### config.mk
export PLATFORM = sky130hd
export DESIGN_NAME = inst_fetch
export DESIGN_NICKNAME = d
export VERILOG_FILES = /design/src/rtl/inst_fetch_pkg.sv /design/src/rtl/fetch_skid_buf.sv /design/src/rtl/inst_fetch.sv
export SDC_FILE = /design/constraint.sdc
export NUM_CORES = 1
export LEC_CHECK = 0
export BUFFER_PORTS_ARGS = -buffer_cell sky130_fd_sc_hd__buf_4
export CORE_ASPECT_RATIO = 2
export CORE_MARGIN = 3
export CORE_UTILIZATION = 54
export CTS_CLUSTER_DIAMETER = 200
export DETAILED_ROUTE_END_ITERATION = 7
export GPL_TIMING_DRIVEN = 0
export PLACE_DENSITY_LB_ADDON = 0.2
export SLEW_MARGIN = 20
export SYNTH_ARGS = -nofsm -noshare
export SYNTH_HDL_FRONTEND = slang
export SYNTH_SLANG_ARGS = --single-unit
### constraint.sdc
create_clock -name clk -period 2.1 [get_ports clk]
set_input_delay 0.42 -clock clk [delete_from_list [all_inputs] [get_ports clk]]
set_output_delay 0.42 -clock clk [all_outputs]
set_load 0.03 [all_outputs]
### src/rtl/inst_fetch_pkg.sv
// inst_fetch_pkg: fetch FSM states, default widths and the bubble instruction shared with PC and decode
package inst_fetch_pkg;
  localparam int DEF_ADDR_W = 32;
  localparam int DEF_DATA_W = 32;
  localparam logic [31:0] DEF_NOP_INSTR = 32'h0000_0000;
  typedef enum logic [2:0] {IDLE, REQ, WAIT, HOLD, DROP} fetch_state_t;
endpackage

### src/rtl/fetch_skid_buf.sv
// fetch_skid_buf: one-entry instruction+pc4 park register (load wins over clear)
// ports: clk, reset_n (sync, active-low), load/clear, din/din_pc4 in, valid/data/pc4 out
module fetch_skid_buf import inst_fetch_pkg::*; #(
  parameter int ADDR_W = DEF_ADDR_W,
  parameter int DATA_W = DEF_DATA_W
) (
  input  logic              clk,
  input  logic              reset_n,
  input  logic              load,
  input  logic              clear,
  input  logic [DATA_W-1:0] din,
  input  logic [ADDR_W-1:0] din_pc4,
  output logic              valid,
  output logic [DATA_W-1:0] data,
  output logic [ADDR_W-1:0] pc4
);
  always_ff @(posedge clk)
    if (!reset_n) begin
      valid <= 1'b0;
      data  <= '0;
      pc4   <= '0;
    end else if (load) begin
      valid <= 1'b1;
      data  <= din;
      pc4   <= din_pc4;
    end else if (clear) begin
      valid <= 1'b0;
    end
endmodule

### src/rtl/inst_fetch.sv
// inst_fetch: single-outstanding instruction fetch with PC hold control, skid buffer and flush discard
// ports: clk, reset_n (sync, active-low); pc_in -> imem_addr; pc_stall to PC register;
//        imem_req/gnt/rvalid/rdata memory handshake; id_stall, flush from pipeline control;
//        ifid_valid/ifid_instr/ifid_pc4 IF/ID register
module inst_fetch import inst_fetch_pkg::*; #(
  parameter int ADDR_W = DEF_ADDR_W,
  parameter int DATA_W = DEF_DATA_W,
  parameter logic [DATA_W-1:0] NOP_INSTR = DATA_W'(DEF_NOP_INSTR)
) (
  input  logic              clk,
  input  logic              reset_n,
  input  logic [ADDR_W-1:0] pc_in,
  output logic              pc_stall,
  output logic              imem_req,
  output logic [ADDR_W-1:0] imem_addr,
  input  logic              imem_gnt,
  input  logic              imem_rvalid,
  input  logic [DATA_W-1:0] imem_rdata,
  input  logic              id_stall,
  input  logic              flush,
  output logic              ifid_valid,
  output logic [DATA_W-1:0] ifid_instr,
  output logic [ADDR_W-1:0] ifid_pc4
);
  fetch_state_t state, state_nxt;
  logic [ADDR_W-1:0] req_addr, req_pc4, skid_pc4;
  logic [DATA_W-1:0] skid_data;
  logic skid_valid, got, parked, advance, skid_load, skid_clear;
  assign imem_addr  = pc_in;
  assign imem_req   = state == REQ;
  assign req_pc4    = req_addr + ADDR_W'(4);
  assign got        = state == WAIT && imem_rvalid;
  assign parked     = state == HOLD && skid_valid;
  assign advance    = (got | parked) & ~id_stall & ~flush;
  // combinational so the PC steps on the same edge the instruction lands in IF/ID
  assign pc_stall   = ~reset_n | state == IDLE | ~(advance | flush);
  assign skid_load  = got & id_stall & ~flush;
  assign skid_clear = parked & (flush | ~id_stall);
  always_comb begin
    state_nxt = state;
    case (state)
      IDLE:    state_nxt = REQ;
      REQ:     state_nxt = imem_gnt ? (flush ? DROP : WAIT) : REQ;
      WAIT:    state_nxt = imem_rvalid ? ((flush | ~id_stall) ? REQ : HOLD) : (flush ? DROP : WAIT);
      HOLD:    state_nxt = (flush | ~id_stall) ? REQ : HOLD;
      DROP:    state_nxt = imem_rvalid ? REQ : DROP;
      default: state_nxt = IDLE;
    endcase
  end
  always_ff @(posedge clk)
    if (!reset_n) begin
      state      <= IDLE;
      req_addr   <= '0;
      ifid_valid <= 1'b0;
      ifid_instr <= NOP_INSTR;
      ifid_pc4   <= '0;
    end else begin
      state <= state_nxt;
      if (imem_req && imem_gnt) req_addr <= pc_in;
      if (flush || (!advance && !id_stall)) begin
        ifid_valid <= 1'b0;
        ifid_instr <= NOP_INSTR;
      end else if (advance) begin
        ifid_valid <= 1'b1;
        ifid_instr <= parked ? skid_data : imem_rdata;
        ifid_pc4   <= parked ? skid_pc4 : req_pc4;
      end
    end
  fetch_skid_buf #(.ADDR_W(ADDR_W), .DATA_W(DATA_W)) u_skid (
    .clk     (clk),
    .reset_n (reset_n),
    .load    (skid_load),
    .clear   (skid_clear),
    .din     (imem_rdata),
    .din_pc4 (req_pc4),
    .valid   (skid_valid),
    .data    (skid_data),
    .pc4     (skid_pc4)
  );
endmodule
### Word-level counts from Yosys, hierarchy flattened

Cells that the tools add are included.
W data, S select, Z words.

* bits in registers: 165
* latch bits: 0
* memory bits (writable): 0
* memory bits (read-only): 0
* input bits: 70
* output and inout bits: 99
* word-level logic and storage cells: 49
* memories kept: 0

* add/subtract/negate cells: 1
* $mul: 0
* div/mod/pow operators: 0
* magnitude comparators: 0
* equality and inequality tests: 4
* shift-type cells: 0
* multiplexer cells: 10
* bitwise operators: 15
* reductions and logical operators: 11

Operators by type and width (number)
* $mux W32: 2
* $add A32 B3 Y32 const B: 1
* $pmux W3 S5: 1
* $mux W3: 4
* $eq A3 B2 Y1 const B: 2
* $and A1 B1 Y1: 5
* $not A1 Y1: 5
* $or A1 B1 Y1: 5
* $logic_and A1 B1 Y1: 4
* $eq A3 B1 Y1 const B: 1
* $eq A3 B3 Y1 const B: 1
* $logic_not A3 Y1: 1
* $logic_not A1 Y1: 2
* $mux W1: 2
* $mux W2: 1
* $reduce_and A2 Y1: 1
* $reduce_bool A2 Y1: 1
* $reduce_or A2 Y1: 1
* $logic_or A1 B1 Y1: 1

### Logic depth before layout (Yosys ltp)

Gate-level depths: netlist (run 1).

* depth in word-level cells: 10
* gate-level depth with buffers: 8
* gate-level depth less buffers: 6

### Modules after synthesis

From an unflattened synthesis (run 1), not the netlist that was laid out.

* cells, all modules: 860
* area, all modules: 7462.2 um^2

By module, submodules not included
* inst_fetch: instances 1, cells each 651, area an instance 4964.8 um^2, seq. area each 2001.9 um^2
* fetch_skid_buf: instances 1, cells each 209, area an instance 2497.4 um^2, seq. area each 1301.2 um^2

### Least setup slack after synthesis (run 1)

No wires, ideal clock.

* path type: register to register
* from: register state[2]
* to: register req_addr[10]
* setup time: 0.070 ns
* arrival time: 1.931 ns
* data required time: 2.030 ns
* slack: 0.099 ns
* stages on the path, launching flop included: 8
* path buffers: 3
* period minus slack after synthesis: 2.001 ns
* cell sequence: dfxtp_1 buf_2 nor3b_1 and2_1 buf_2 buf_2 nand2_1 a21oi_1

* cells in the longest elaborated chain, start to end: 2

RTL lines
* start, declared: line inst_fetch.sv:25 `fetch_state_t state, state_nxt;`
* start signal, assigned: line inst_fetch.sv:58 `state <= state_nxt;`
* $eq A3 B1 Y1: line inst_fetch.sv:30 `assign imem_req = state == REQ;`
* via imem_req: line inst_fetch.sv:14 `output logic imem_req,`
* $logic_and A1 B1 Y1: line inst_fetch.sv:59 `if (imem_req && imem_gnt) req_addr <= pc_in;`
* end signal, assigned: line inst_fetch.sv:59
* end, declared: line inst_fetch.sv:26 `logic [ADDR_W-1:0] req_addr, req_pc4, skid_pc4;`

The timed path passes the listed nets, and every way through them passes these cells.
A chain may end at the register's enable or synchronous reset.

### Final worst setup path (run 1)

* from: register state[2]
* to: output pc_stall

* cells in the longest elaborated chain, start to end: 8
* elaborated cells on any way between the ends: 12
* those cells by class: 2 x eq/ne; 7 x bitwise; 3 x reduce/logical

RTL lines
* $eq A3 B2 Y1 (on tied branches): line inst_fetch.sv:32, inst_fetch.sv:33
* $logic_and A1 B1 Y1 (on tied branches): line inst_fetch.sv:32, inst_fetch.sv:33
* $or A1 B1 Y1: line inst_fetch.sv:34 `assign advance = (got | parked) & ~id_stall & ~flush;`
* $and A1 B1 Y1 (2 in series): line inst_fetch.sv:34
* $or A1 B1 Y1: line inst_fetch.sv:36 `assign pc_stall = ~reset_n | state == IDLE | ~(advance | flush);`
* $not A1 Y1: line inst_fetch.sv:36
* $or A1 B1 Y1 *: line inst_fetch.sv:36
* end, declared: line inst_fetch.sv:13 `output logic pc_stall,`

Mark *: on every way between the ends. The rest lies on a longest branch, timed or not.

==> summary.txt, run 1 <==
Status
  • Status: finished, final reports clean

Synth
  • Predominant post-synthesis flop cell: dfxtp_1
  • Unique masters post-synth: 46
  • Register area share after synthesis: 46.2%
  • Mapped Cells: 905
  • Mapped Nets: 976
  • Yosys reg bits: 165
  • Mapped Area: 0.00716 mm²
  • Number of flops mapped to enable cells by yosys: 0
  • YS warnings: 0
  • Asr flop ratio synth: 0%
  • Syn avg cell area: 7.91 µm²

Global routing
  • Vias in the first global route: 6754
  • Tot GR Track Use: 27.6%
  • Most Crowded Layer GR: met2
  • Largest net degree at the start of global routing: 17
  • First-pass GRT wire length: 32.2 mm
  • Met1 Use GR: 26.7%
  • GRT met2 Usage: 52.6%
  • Overflow after GRT: 0
  • Met3 GRT Util: 4.87%
  • Initial antenna violation count: 0

CTS
  • Root buffer cell: clkbuf_16
  • CTS tree: done
  • Clock Sinks: 165
  • CTS buffer count: 17
  • Bufs on Longest Clock Path: 2
  • Clk_lat worst skew: 430 ps
  • Worst-path clk slew: 70 ps
  • H-tree depth: 4

Timing
  • Final hold viol count: 0
  • Clk_skew: 7.77 ps
  • Endpoints failing setup: 0
  • Min Tclk post-route: 2010 ps
  • Max-slew violation count: 0
  • Worst hold slack: 238 ps
  • Fmax: 0.498 GHz
  • Worst slew margin: 62.2%
  • Tcrit/Tclk final: 95.6%
  • Worst-Margin Slew: 568 ps
  • Setup ws final: 91.8 ps
  • Unrepaired setup endpoints after global routing: false

Hold path
  • Hold crit path type: in2reg

Route
  • WL per Instance: 16.1 µm
  • Via count: 6962
  • DRT Pass-1 Iters: 5
  • WL final: 20.3 mm
  • Routed vias/inst: 5.54
  • Starting DRT DRC Count: 380
  • DR DRC count: 0
  • Final ANT Viol Nets: 0

Worst setup path
  • Crit path required time: 1680 ps
  • Crit end category: primary output
  • CP cell instances: buf_2, nand2b_1, nor3_4, o21ai_1, buf_4
  • Crit-path max FO: 10
  • Worst path bufs/invs: 2
  • WP data arrival: 1590 ps
  • Worst setup path category: reg2out
  • Top delay family on crit path: simple AND/OR/NAND/NOR gates
  • Crit path largest cell delay: 290 ps
  • Crit start category: flop
  • Worst path slowest cell: dfxtp_1

Die
  • Chip Height: 169 µm
  • Initial Utilization: 56.0%
  • Die X: 87.4 µm
  • Row count: 58
  • Io pins: 169
  • Die area: 0.0148 mm²
  • Core area: 0.0128 mm²

Placed design
  • Gpl congestion: 0.889
  • Place WS: -106 ps
  • Placed cell areas: 0.00861 mm²
  • Post-DP HPWL: 15.3 mm
  • Inst Count DP: 1223
  • Port bufs: 168

Cells and area
  • Diodes inserted: 0
  • Final instance area: 0.00929 mm²
  • Layout Utilization: 72.7%
  • Layout cells sized above 1: 25.6%
  • Fill cells: 1084
  • Post-Layout Cell Count: 1256
  • Final Net Count: 1164
  • Layout overhead on the synthesized area: 29.8%

Power and ir drop
  • Worst VDD drop: 0.708 mV
  • Power per standard cell area: 765 mW/mm²
  • Leak: 3.73 nW

Flow run
  • Max-Cap Viols: 0
==> path summary, 6_finish.rpt <==
kind,startpoint,end,slack [ps],depth (start not counted)
max reg2reg,req_addr[2],u_skid.pc4[26],100,7
min,pc_in[4],req_addr[4],240,3
max,state[2],pc_stall,90,5
min reg2reg,u_skid.pc4[1],u_skid.pc4[1],460,2
==> where the power goes <==
group	total, mW	switching [mW]	internal (mW)
Sequential	3.21	0.0432	3.17
Clock	3.33	1.27	2.06
Combinational	0.557	0.316	0.240
==> logic make-up after synthesis <==
group | after synthesis | share of synthesized area [%]
AO/OA/AOI/OAI | 201 | 17.5
XOR/XNOR | 28 | 3.43
adder cells (fa/ha/maj) | 1 | 0.175
buffers and inverters | 108 | 8.36
flip-flops | 165 | 46.2
multiplexers | 1 | 0.140
AND/OR/NAND/NOR | 401 | 24.3
==> repair_timing <==
| action | CTS | global route |
|---|---|---|
| gates resized for setup | 4 | 9 |
| pin swaps | 1 | 1 |
| setup endpoints to repair | 23 | 53 |
| gates cloned | 0 | 0 |
| hold buffers | 0 | 0 |
| setup buffers | 0 | 1 |
==> layout by cell type, fill, tap and decap left out, types with 3 or more instances in the layout <==
master / n
o2bb2ai_1: 13
o211ai_1: 7
nand3_1: 40
buf_4: 207
o21ai_0: 33
xor2_1: 20
a211oi_1: 4
clkbuf_16: 17
nor3_4: 4
nand4_1: 8
and4_1: 3
nand3_2: 3
clkbuf_1: 32
buf_2: 28
dfxtp_1: 164
nand2_1: 254
xnor2_1: 8
inv_1: 5
nor3_1: 6
nor2_1: 61
o221ai_1: 7
a311oi_1: 35
and3_1: 6
a21oi_1: 96
bufinv_16: 4
==> area by class of cell <==
type | count | area (µm²) | share of cell area (%)
Buffer | 102 | 578 | 6.22
Clock buffer | 21 | 460 | 4.96
Clock inverter | 11 | 173 | 1.86
Inverter | 6 | 22.5 | 0.242
Multi-Input combinational cell | 632 | 3300 | 35.5
Sequential cell | 165 | 3300 | 35.6
Tap cell | 150 | 188 | 2.02
Timing Repair Buffer | 169 | 1270 | 13.7
==> synth_stat cells (2+ instances only) <==
cell	count	area (µm²)
xnor2_1	8	70.1
dfxtp_1	165	3300
nand4_1	8	50.1
buf_1	2	7.51
and4_1	3	26.3
buf_2	28	140
a21oi_1	96	480
o2bb2ai_1	13	114
o221ai_1	7	61.3
nor2_1	61	229
nor3_2	3	30.0
a211oi_1	4	30.0
clkbuf_1	32	120
nor2b_1	2	12.5
nand2_1	254	953
nand3_2	3	30.0
nand4b_1	2	17.5
nand3_1	40	200
inv_1	5	18.8
nor3_1	7	35.0
o211ai_1	7	52.6
o21ai_0	34	170
and3_1	6	37.5
and2_1	2	12.5
buf_6	2	22.5
buf_4	38	285
a311oi_1	35	307
xor2_1	20	175
==> routing by layer <==
layer	up-vias	share of wire, %
met2	221	56
li1	3440	-
met1	3234	35
met5	-	0
met4	0	4.5
met3	67	4.4
==> tightest hold or removal path, stage by stage <==
cell     delay (ps)
buf_4           110
nand2_1          40
a21oi_1          50
==> state kept, by name (all words and copies together), names as in the netlist <==
register,cells
state,3
ifid_pc4,32
u_skid.valid,1
u_skid.data,32
ifid_instr,32
req_addr,32
u_skid.pc4,32
ifid_valid,1
==> per-stage QoR <==
step,total power [mW],TNS (ps)
final,7.10,0
after CTS,7.10,0
after global placement,3.82,-544
after detailed placement,3.83,-2370
after global routing,7.27,0
after floorplan,3.58,0
No activity file was read; power rests on OpenSTA's default activity.
==> run 2: changes to the inputs <==
==> constraint.sdc (replaced) <==
create_clock -name clk -period 2.05 [get_ports clk]
set_input_delay 0.41 -clock clk [delete_from_list [all_inputs] [get_ports clk]]
set_output_delay 0.41 -clock clk [all_outputs]
set_load 0.03 [all_outputs]
==> run 2 against run 1 <==
Against the previous run:
- sequential power up 2%
- global-route usage is 0.14 points higher
- clock power up 2%
- design area up 0.36%
- clock skew fell by 0.68 ps
- count of clock-buffer cells in the layout unchanged
- via count up 0.29%
- worst hold slack worse by 8.0 ps
- cell count increased by 0.16%
- total power rose by 2.4%
- non-clock buffer count up 2
- core utilization grew 0.26 points
- highest routed layer unchanged
==> summary.txt, run 2 (same netlist as run 1, synthesis figures left out) <==
Placed design
  • Placed cell areas: 0.00861 mm² (unchanged)
  • Post-DP HPWL: 15.3 mm (unchanged)
  • Port bufs: 168 (unchanged)
  • Inst Count DP: 1223 (unchanged)
  • Gpl congestion: 0.889 (unchanged)

Timing
  • Final hold viol count: 0 (unchanged)
  • Worst-Margin Slew: 576 ps (+8.32 ps)
  • Worst slew margin: 61.6% (-0.55 points)
  • Min Tclk post-route: 1980 ps
  • Fmax: 0.506 GHz
  • Worst hold slack: 230 ps (-8.02 ps)
  • Endpoints failing setup: 0 (unchanged)
  • Tcrit/Tclk final: 96.5%
  • Max-slew violation count: 0 (unchanged)
  • Clk_skew: 7.09 ps (-0.677 ps)

Worst setup path
  • Worst path bufs/invs: 4 (+2)
  • Crit path largest cell delay: 460 ps (+170 ps)
  • Crit-path max FO: 10 (unchanged)
  • Top delay family on crit path: buffers and inverters
  • Crit path required time: 1640 ps (-40 ps)
  • Worst setup path category: in2out
  • CP cell instances: buf_4, clkinv_1, clkbuf_1, nor2_1, o21ai_0, buf_4
  • Crit end category: primary output
  • Worst path slowest cell: clkbuf_1
  • Crit start category: input pin
  • CP most frequent cell: buf_4
  • WP data arrival: 1570 ps (-20 ps)

Die
  • Initial Utilization: 56.0% (unchanged)
  • Core area: 0.0128 mm² (unchanged)
  • Row count: 58 (unchanged)
  • Die area: 0.0148 mm² (unchanged)
  • Die X: 87.4 µm (unchanged)
  • Io pins: 169 (unchanged)
  • Chip Height: 169 µm (unchanged)

CTS
  • Clk_lat worst skew: 430 ps (about the same)
  • Worst-path clk slew: 60 ps (about the same)
  • CTS buffer count: 17 (unchanged)
  • CTS tree: done
  • Bufs on Longest Clock Path: 2 (unchanged)
  • Root buffer cell: clkbuf_16
  • H-tree depth: 4 (unchanged)
  • Hold bufs inserted after CTS: 0 (unchanged)
  • Clock Sinks: 165 (unchanged)

Power and ir drop
  • Power per standard cell area: 781 mW/mm² (+2.1%)
  • Leak: 3.75 nW (+0.56%)
  • Total power: 7.28 mW (+2.4%)
  • Worst VDD drop: 0.720 mV (+1.6%)

Global routing
  • Overflow after GRT: 0 (unchanged)
  • Largest net degree at the start of global routing: 17 (unchanged)
  • Vias in the first global route: 6792 (+0.56%)
  • Tot GR Track Use: 27.7% (+0.14 points)
  • Initial antenna violation count: 0 (unchanged)
  • First-pass GRT wire length: 32.3 mm (+0.60%)

Flow run
  • Max-Cap Viols: 0 (unchanged)

Route
  • Via count: 6982 (+0.29%)
  • DR DRC count: 0 (unchanged)
  • Routed vias/inst: 5.55 (+0.13%)
  • Final ANT Viol Nets: 0 (unchanged)
  • WL final: 20.4 mm (+0.53%)
  • WL per Instance: 16.2 µm (+0.37%)
  • DRT Pass-1 Iters: 6 (+1)
  • Starting DRT DRC Count: 394 (+3.7%)

Cells and area
  • Diodes inserted: 0 (unchanged)
  • Fill cells: 1079 (-0.46%)
  • Commonest non-fill, non-tap cells in the layout: 254 x nand2_1, 209 x buf_4, 163 x dfxtp_1
  • Layout Utilization: 73.0% (+0.26 points)
  • Most common cell after layout, fill and taps aside: nand2_1
  • Post-Layout Cell Count: 1258 (+0.16%)
  • Final instance area: 0.00932 mm² (+0.36%)
  • Final Net Count: 1166 (+0.17%)
  • Layout cells sized above 1: 26.2% (+0.59 points)
  • Layout overhead on the synthesized area: 30.3%

Hold path
  • Hold crit path type: in2reg

Status
  • Status: finished, final reports clean
run 2: worst register-to-register path: cells and delay by family (launching register included):
kind	cells	cell delay, ps
adder cells (fa/ha/maj)	1	270
buffers and inverters	1	180
XOR/XNOR	1	250
flip-flops	1	460
AND/OR/NAND/NOR	2	430
AO/OA/AOI/OAI	2	220
run 2: stage by stage:
step / setup TNS (ps) / worst slack [ps]
after CTS: 0 / 10.4
after detailed placement: -4140 / -146
after global placement: -2210 / -98.2
after global routing: -7.68 / -7.68
after floorplan: 0 / 48.8
final: 0 / 72.5
run 2: timing repair:
action                                  CTS  global route
pin swaps                                 1             0
resized for setup                         6            14
endpoints found under the setup margin   43            64
buffers inserted                          1             2
run 2: layout make-up:
type / instances / area (µm²) / share of cell area [%]
inverters: 6 / 22.5 / 0.242
flip-flops and latches: 165 / 3310 / 35.5
repair buffers: 171 / 1280 / 13.8
well taps: 150 / 188 / 2.01
multi-input cells: 632 / 3310 / 35.5
clock buffers: 21 / 460 / 4.94
plain buffers: 102 / 583 / 6.25
clock inverters: 11 / 173 / 1.85
run 2: where the power goes:
part	leakage, nW	total, mW	internal [mW]	switching [mW]
Combinational	2.11	0.574	0.249	0.326
Clock	0.308	3.41	2.11	1.30
Sequential	1.33	3.29	3.25	0.0446
Total	3.75	7.28	5.61	1.67
run 2: worst paths after layout:
path         cells after the start            from  slack (ps)             end
max reg2reg                      7     req_addr[2]          90    ifid_pc4[14]
min                              3       pc_in[16]         230    req_addr[16]
max                              6         reset_n          70        pc_stall
min reg2reg                      2  u_skid.data[4]         450  u_skid.data[4]
run 2: per-layer routing:
metal  track usage, %  up-vias  wire [µm]
met2             52.4      248      11400
met1             27.0     3219       6960
met5                0        -          0
met4             15.5        0       1010
li1                 -     3449          -
met3             5.02       66       1050
==> run 3: changes to the inputs <==
--- a/config.mk
+++ b/config.mk
@@ -6,13 +6,14 @@
 export NUM_CORES = 1
 export LEC_CHECK = 0
 export BUFFER_PORTS_ARGS = -buffer_cell sky130_fd_sc_hd__buf_4
-export CORE_ASPECT_RATIO = 2
+export CORE_ASPECT_RATIO = 1.5
 export CORE_MARGIN = 3
 export CORE_UTILIZATION = 54
 export CTS_CLUSTER_DIAMETER = 200
 export DETAILED_ROUTE_END_ITERATION = 7
 export GPL_TIMING_DRIVEN = 0
 export PLACE_DENSITY_LB_ADDON = 0.2
+export RECOVER_POWER = 100
 export SLEW_MARGIN = 20
 export SYNTH_ARGS = -nofsm -noshare
 export SYNTH_HDL_FRONTEND = slang
==> run 3 against run 2 <==
Against the previous run:
- global-route usage shrank 1.3 points
- clock skew is 0.72 ps higher
- register-to-register slack about the same
- via count fell by 2.6%
- wire length decreased by 5.2%
- sequential power is essentially flat
- count of clock-buffer cells in the layout fell by 2
- die area decreased by 0.37%
- critical endpoint is now ifid_pc4[27]
==> summary.txt, run 3 (same netlist as run 1, synthesis figures left out) <==
Die
  • Io pins: 169 (unchanged)
  • Initial Utilization: 56.4% (+0.32 points)
  • Die X: 100 µm (+14%)
  • Die area: 0.0147 mm² (-0.37%)
  • Core area: 0.0127 mm² (-0.57%)
  • Chip Height: 147 µm (-13%)
  • Row count: 50 (-14%)

Timing
  • Unrepaired setup endpoints after global routing: false
  • Clk_skew: 7.81 ps (+0.716 ps)
  • Worst slew margin: 59.3% (-2.3 points)
  • Final hold viol count: 0 (unchanged)
  • Min Tclk post-route: 1950 ps (-28.2 ps)
  • Endpoints failing setup: 0 (unchanged)
  • Worst-Margin Slew: 607 ps (+31.6 ps)
  • Tcrit/Tclk final: 95.1% (-1.4 points)
  • Max-slew violation count: 0 (unchanged)
  • Fmax: 0.513 GHz (+1.4%)
  • Worst hold slack: 237 ps (+6.56 ps)

Global routing
  • Tot GR Track Use: 26.4% (-1.3 points)
  • Overflow after GRT: 0 (unchanged)
  • Largest net degree at the start of global routing: 17 (unchanged)
  • Vias in the first global route: 6719 (-1.1%)
  • Initial antenna violation count: 0 (unchanged)
  • First-pass GRT wire length: 31.6 mm (-2.3%)

Cells and area
  • Final instance area: 0.00882 mm² (-5.4%)
  • Area of the multi-input gates: 0.00328 mm² (-0.83%)
  • Most common cell after layout, fill and taps aside: nand2_1
  • Commonest non-fill, non-tap cells in the layout: 254 x nand2_1, 164 x dfxtp_1, 129 x clkbuf_1
  • Post-Layout Cell Count: 1264 (+0.48%)
  • Final Net Count: 1166 (unchanged)
  • Diodes inserted: 0 (unchanged)
  • Register area: 0.00330 mm² (about the same)
  • Layout cells sized above 1: 17.0% (-9.2 points)
  • Fill cells: 1181 (+9.5%)
  • Layout overhead on the synthesized area: 23.3%

Hold path
  • Hold Crit Start: pc_in[2]
  • Hold Crit Endpoint: req_addr[2]
  • Hold crit path type: in2reg
  • Hold path depth: 3 (unchanged)

Worst setup path
  • Crit-path max FO: 10 (unchanged)
  • Reg-to-reg endpoint: ifid_pc4[27]
  • Crit path required time: 2350 ps (+710 ps)
  • Flop-to-flop setup slack: 100 ps (about the same)
  • R2R depth: 8 (+1)
  • Crit end category: flop
  • Worst setup path category: reg2reg
  • RR Startpoint: state[0]
  • WP data arrival: 2250 ps (+680 ps)
  • Crit start category: flop

Power and ir drop
  • Leak: 3.27 nW (-13%)
  • Worst VDD drop: 0.552 mV (-23%)
  • Power per standard cell area: 763 mW/mm² (-2.2%)

Route
  • DR DRC count: 0 (unchanged)
  • DRT Pass-1 Iters: 5 (-1)
  • Routed vias/inst: 5.38 (-3.1%)
  • Via count: 6801 (-2.6%)
  • Starting DRT DRC Count: 298 (-24%)
  • Final ANT Viol Nets: 0 (unchanged)
  • WL final: 19.3 mm (-5.2%)
  • WL per Instance: 15.3 µm (-5.6%)

CTS
  • Clock Sinks: 165 (unchanged)
  • Root buffer cell: clkbuf_16
  • Worst-path clk slew: 70 ps (about the same)
  • CTS buffer count: 17 (unchanged)
  • H-tree depth: 4 (unchanged)
  • Bufs on Longest Clock Path: 2 (unchanged)
  • Clk_lat worst skew: 420 ps (about the same)
  • CTS tree: done
  • Hold bufs inserted after CTS: 0 (unchanged)

Placed design
  • Gpl congestion: 0.842 (-5.4%)
  • Post-DP HPWL: 14.3 mm (-6.2%)
  • Port bufs: 168 (unchanged)
  • Placed cell areas: 0.00861 mm² (about the same)
  • Inst Count DP: 1229 (+0.49%)

Status
  • Status: finished, final reports clean

Flow run
  • Max-Cap Viols: 0 (unchanged)
-- run 3: changes by cell type in the layout (fill, tap and decap cells not counted), sizes merged --
cell and delta:
buf -107, clkbuf +105, bufinv -4, clkinvlp +4, clkinv +1, inv +1
-- run 3: final cells by class --
| cell class | instances | area share [%] |
|---|---|---|
| sequential | 165 | 37.4 |
| multi-input combinational | 632 | 37.2 |
| timing repair buffer | 171 | 10.3 |
| buffer | 102 | 6.44 |
| clock buffer | 19 | 5.02 |
| tap | 156 | 2.21 |
| clock inverter | 13 | 1.13 |
| inverter | 6 | 0.255 |
-- run 3: critical path: stages (launching register included) --
cell and delay, ps:
dfxtp_1 340, mux2i_2 180, clkbuf_1 140, or4_1 470, clkbuf_2 220, buf_4 220
nand2_1 80, nand2_1 60, o2bb2ai_1 120
-- run 3: routing by layer --
metal,vias to the layer above,global-route usage [%],share of wire (%)
li1,3434,-,-
met1,3085,28.6,38
met2,223,48.1,53
met3,59,4.80,5.6
met4,0,13.5,4.0
met5,-,0,0
-- run 3: power breakdown --
group	total (mW)	switching [mW]	leakage (nW)	internal, mW
combinational	0.532	0.317	1.68	0.215
clock	2.91	1.32	0.252	1.59
sequential	3.29	0.0437	1.33	3.25
total	6.74	1.68	3.27	5.05
-- run 3: through the flow --
step                TNS, ps  worst slack (ps)  util [%]  power, mW
floorplan                 0              48.8         -       3.66
global placement       -389             -64.8      67.8       3.91
detailed placement    -1230             -67.1      67.8       3.92
CTS                       0              32.4      72.3       6.79
global route              0              7.59      69.5       6.95
finish                    0               101      69.5       6.74
-- run 3: worst max-delay path by stage --
stage                           start            to  slack, ps  cells past startpoint
after floorplan              state[2]  req_addr[10]         50                      7
after global placement    req_addr[2]  ifid_pc4[26]        -60                      6
after detailed placement  req_addr[2]  ifid_pc4[28]        -70                      6
after CTS                 req_addr[2]  ifid_pc4[20]         30                      7
after global routing         state[2]   ifid_pc4[7]          8                      7
final                        state[0]  ifid_pc4[27]        100                      8
-- run 3: repair_timing --
action,CTS,global route
setup endpoints to repair,13,20
setup buffers,2,1
pin swaps,1,1
resized for setup,3,11
endpoints found under the hold margin,0,0
